===== src/rtl/cpupem_pkg.sv =====
// Shared types and field layout for the cpupem fetch path.
// Instruction word: operand address in [7:4], opcode in [3:0].
package cpupem_pkg;

    localparam int ADDR_W_DEF = 4;
    localparam int DATA_W_DEF = 8;
    localparam logic [3:0] OP_HALT_DEF = 4'hF;

    localparam int OPC_LSB = 0;
    localparam int OPC_MSB = 3;
    localparam int OPA_LSB = 4;
    localparam int OPA_MSB = 7;

    typedef enum logic [2:0] {
        S_IDLE,
        S_FETCH,
        S_FETCH_WAIT,
        S_OPER,
        S_OPER_WAIT,
        S_EXEC,
        S_HALT
    } state_t;

endpackage


===== src/rtl/fetch_sequencer.sv =====
// Walks the program RAM: fetch instruction, read operand, hand the
// (opcode, operand) pair to the execute side over valid/ready.
module fetch_sequencer
    import cpupem_pkg::*;
#(
    parameter int         ADDR_W  = ADDR_W_DEF,
    parameter int         DATA_W  = DATA_W_DEF,
    parameter logic [3:0] OP_HALT = OP_HALT_DEF
) (
    input  logic              clock,
    input  logic              resetn,
    input  logic              start,
    input  logic              hold,
    output logic [ADDR_W-1:0] ram_addr,
    output logic              ram_rd_en,
    input  logic [DATA_W-1:0] ram_rd_data,
    output logic              exec_valid,
    input  logic              exec_ready,
    output logic [3:0]        opcode,
    output logic [DATA_W-1:0] operando,
    output logic [ADDR_W-1:0] pc,
    output logic              running,
    output logic              halted
);

    state_t             state;
    logic [DATA_W-1:0]  instr;
    logic [ADDR_W-1:0]  opnd_addr;

    assign opnd_addr = ADDR_W'(instr[OPA_MSB:OPA_LSB]);

    // Strobe is a pure state decode so the RAM samples it in the issuing
    // cycle and the data lands in the *_WAIT state; hold gates it directly.
    assign ram_rd_en = !hold && (state == S_FETCH || state == S_OPER);
    assign ram_addr  = (state == S_OPER) ? opnd_addr : pc;

    always_ff @(posedge clock) begin
        if (!resetn) begin
            state      <= S_IDLE;
            instr      <= '0;
            pc         <= '0;
            exec_valid <= 1'b0;
            opcode     <= '0;
            operando   <= '0;
            running    <= 1'b0;
            halted     <= 1'b0;
        end else begin
            unique case (state)
                S_IDLE, S_HALT: begin
                    if (start) begin
                        pc      <= '0;
                        running <= 1'b1;
                        halted  <= 1'b0;
                        state   <= S_FETCH;
                    end
                end
                S_FETCH: begin
                    if (!hold) state <= S_FETCH_WAIT;
                end
                S_FETCH_WAIT: begin
                    instr <= ram_rd_data;
                    if (ram_rd_data[OPC_MSB:OPC_LSB] == OP_HALT) begin
                        running <= 1'b0;
                        halted  <= 1'b1;
                        state   <= S_HALT;
                    end else begin
                        state <= S_OPER;
                    end
                end
                S_OPER: begin
                    if (!hold) state <= S_OPER_WAIT;
                end
                S_OPER_WAIT: begin
                    operando   <= ram_rd_data;
                    opcode     <= instr[OPC_MSB:OPC_LSB];
                    exec_valid <= 1'b1;
                    state      <= S_EXEC;
                end
                S_EXEC: begin
                    if (exec_ready) begin
                        exec_valid <= 1'b0;
                        pc         <= pc + ADDR_W'(1);
                        state      <= S_FETCH;
                    end
                end
                default: state <= S_IDLE;
            endcase
        end
    end

endmodule


===== config.mk =====
export PLATFORM = sky130hd
export DESIGN_NAME = fetch_sequencer
export DESIGN_NICKNAME = d
export VERILOG_FILES = /design/src/rtl/cpupem_pkg.sv /design/src/rtl/fetch_sequencer.sv
export SDC_FILE = /design/constraint.sdc
export NUM_CORES = 1
export LEC_CHECK = 0
export ABC_AREA = 1
export BUFFER_PORTS_ARGS = -buffer_cell sky130_fd_sc_hd__buf_2
export CORE_MARGIN = 2
export CORE_UTILIZATION = 57
export CTS_BUF_LIST = sky130_fd_sc_hd__clkbuf_8
export CTS_CLUSTER_DIAMETER = 120
export DETAILED_ROUTE_END_ITERATION = 7
export PLACE_DENSITY = 0.87
export SLEW_MARGIN = 15
export SYNTH_ARGS = -nofsm -noshare
export SYNTH_HDL_FRONTEND = slang
export SYNTH_SLANG_ARGS = --single-unit

===== constraint.sdc =====
create_clock -name clock -period 1.8 [get_ports clock]
set_input_delay 0.18 -clock clock [delete_from_list [all_inputs] [get_ports clock]]
set_output_delay 0.18 -clock clock [all_outputs]
set_load 0.005 [all_outputs]

==> flow_summary_export.csv <==
group,metric,value,unit
outcome,status,"finished clean",
finish,fin_cells,240,
placed_design,dpl-instance-area,1458,µm²
die,io_pins,37,
power_and_ir_drop,pwr-share-clk,0.206,
cts,clock-root-buffer,"clkbuf_8",
timing,rsz0062_at_grt,"false",
placed_design,io_buffers,36,
grt,grt_max_degree,29,
timing,setup-violations-final,0,
synthesis,yosys_warnings,0,
cts,cts_tree,"built",
timing,hold_violations,0,
cts,clock-sinks,30,
timing,fmax,612.6,MHz
timing,tightest_slew,0.4183,ns
worst_setup_path,worstPathArrival,1.45,ns
drt,drtPass1Iterations,4,
timing,layout_worst_path_cycle_share,0.9069,
die,core-area,2170,µm²
power_and_ir_drop,p_leak,0.0007614,µW
power_and_ir_drop,irDropWorstVdd,1.059,mV
synthesis,avgSynthCellArea,7.320,µm²
finish,design_area,1536,µm²
cts,clockBufferDepth,2,
worst_hold_path,hp-class,"input pin to flip-flop",
worst_setup_path,cp_common_cell,"nand2_1",
drt,via_per_inst,5.179,
synthesis,syn_nets,188,
cts,postCtsSetupRepairBufs,0,
die,fp-row-count,17,
drt,ant_nets,0,
cts,cts-resized-gates,0,
timing,drv_slew,0,
die,dieArea,2629,µm²
power_and_ir_drop,internal_power,1474,µW
die,die_w,51.27,µm
grt,globalRouteTotalUtil,0.2565,
synthesis,synth_top_area_share,0.4715,
worst_setup_path,setup.worst_path.end,"ram_addr[2]",
cts,cts_hold_buffers,0,
power_and_ir_drop,p_comb_frac,0.370,
synthesis,synth_cells,174,
drt,first_iter_violations,18,
worst_setup_path,path_cells,"nand2_1 > inv_1 > nand2_1 > o21ai_0 > buf_2",
power_and_ir_drop,power_density,1569,nW/µm²
cts,numCtsBuffers,5,
power_and_ir_drop,power_switching_share,0.3888,
placed_design,gp_congestion,0.7751,
worst_setup_path,cp.required,1.62,ns
drt,wl_per_cell,12.25,µm
drt,dr_total_vias,1243,
power_and_ir_drop,seq_power_share,0.425,
worst_setup_path,max_stage_delay,0.46,ns
worst_setup_path,worst-path-max-fanout,9,
grt,antenna_found_initial,0,
grt,grt_remaining_overflow,0,
die,start_util,0.5871,
placed_design,dp.cells,233,
worst_setup_path,crit_type,"flip-flop to primary output",
synthesis,synth_seq_cells,30,
worst_setup_path,r2r_end,"instr[4]$_SDFFE_PN0N_",
worst_setup_path,critPathLaunch,"state[1]$_SDFFE_PN0P_",
grt,grt_pass1_vias,1166,
worst_setup_path,r2r-start,"state[1]$_SDFFE_PN0P_",
power_and_ir_drop,power_switching,937.5,µW
cts,clkLatencyLatePin,0.28,ns
die,die_h,51.27,µm
synthesis,syn-cell-area,1274,µm²
worst_setup_path,rrSetupSlack,0.44,ns
finish,synthToLayoutAreaGrowth,20.63,%
worst_setup_path,r2r_cells,5,
synthesis,yosys.area.top_type,"dfxtp_1",
placed_design,place_hpwl,2.088,mm
worst_setup_path,cp-start-kind,"flip-flop",
drt,drc,0,
finish,nets,226,
synthesis,seq_area_frac_synth,0.4715,
timing,min_period,1.632,ns
synthesis,synthTopCellsByArea,"dfxtp_1 47%, nor2_1 11%, o21ai_0 10%",
worst_setup_path,slowest_stage,"dfxtp_1",
drt,drt_wl_total,2.940,mm
run,maxCapViolCount,0,
finish,antennaDiodeCount,0,
worst_setup_path,endpoint_kind,"primary output",
finish,n_fill_cell,187,
grt,grt_pass1_wl,4.843,mm
synthesis,synth_cell_types,21,
timing,setup_tns,0,ns
cts,path_clk_slew,0.06,ns
timing,slew_headroom,0.7208,
cts,htreeDepth,2,
timing,clock_skew,0.004772,ns
finish,drive_gt1_frac,0.2594,
## flip-flops by register name, summed over array words and instances (netlist names)
| name | count |
|---|---|
| instr | 8 |
| running | 1 |
| state | 3 |
| operando | 8 |
| pc | 4 |
| exec_valid | 1 |
| halted | 1 |
| opcode | 4 |
## kinds of logic after synthesis
| family | share of synthesized area |
|---|---|
| AND/OR/NAND/NOR | 0.2652 |
| adder cells (fa/ha/maj) | 0.009822 |
| flip-flops | 0.4715 |
| buffers and inverters | 0.08350 |
| AO/OA/AOI/OAI | 0.1699 |
## layer usage
metal,share of wire,up-vias,global-route usage
met4,0.027,0,0.1360
met1,0.42,572,0.2743
met3,0.052,9,0.09064
li1,-,632,-
met5,0,-,0
met2,0.50,30,0.4416
## power by group through the flow
stage                     Clock (µW)  Sequential, µW  Combinational, µW
final                            496            1020                891
after global routing             536            1050               1020
after CTS                        508            1020                898
after detailed placement           0            1030                885
after global placement             0            1010                844
after floorplan                    0            1020                621
## worst max-delay path: cells and delay by family (launching register included)
family	cells	cell delay (ns)
AO/OA/AOI/OAI	1	0.20
flip-flops	1	0.46
AND/OR/NAND/NOR	2	0.28
buffers and inverters	2	0.23
## through the flow
stage               hold WS [ns]    util  setup WS, ns  total power, µW
global placement          0.4254  0.6719        0.5707             1858
CTS                       0.1625  0.7082        0.1700             2427
detailed placement        0.4406  0.6719        0.4887             1915
finish                    0.1714  0.7082        0.1677             2411
floorplan                 0.3149       -        0.6659             1643
global route              0.1762  0.7082       0.04990             2601
## synth_stat cells, drive strengths merged
library cell and instances:
a21oi 14, o21ai 27, nand2 30, dfxtp 30
nand3 7, clkbuf 3, inv 18, nor2 38
nor3 2, ha 1, buf 3, a22oi 1
## cells in the final DEF, fill, tap and decap left out
cell type  instances
o21ai_2            1
a21oi_1           14
inv_1             16
nand2_4            1
nor3_1             2
nor2_4             1
nor2_1            36
nand2_2            2
dfxtp_1           30
ha_1               1
clkinv_2           2
buf_2             36
inv_2              2
nand3_1            4
nand3_2            3
clkbuf_8           5
nand2_1           27
buf_4              1
nor2_2             1
o21ai_0           26
a22oi_1            1
## worst min path at each step
stage / start / endpoint / depth (start not counted)
2_1_floorplan: ram_rd_data[0] / instr[0]$_SDFFE_PN0N_ / 2
5_1_grt: ram_rd_data[1] / instr[1]$_SDFFE_PN0N_ / 3
3_5_place_dp: running$_SDFFE_PN0P_ / running$_SDFFE_PN0P_ / 2
4_1_cts: ram_rd_data[1] / instr[1]$_SDFFE_PN0N_ / 3
3_3_place_gp: running$_SDFFE_PN0P_ / running$_SDFFE_PN0P_ / 2
6_report: ram_rd_data[3] / instr[3]$_SDFFE_PN0N_ / 3
## layout make-up
class,instances,area [µm²],area share
sequential,30,600.6,0.3909
multi-input combinational,120,566.8,0.3689
timing repair buffer,37,187.7,0.1222
clock buffer,5,68.82,0.04479
inverter,18,67.56,0.04397
tap,28,35.03,0.02280
clock inverter,2,10.01,0.006515
(Power assumes the default switching activity.)
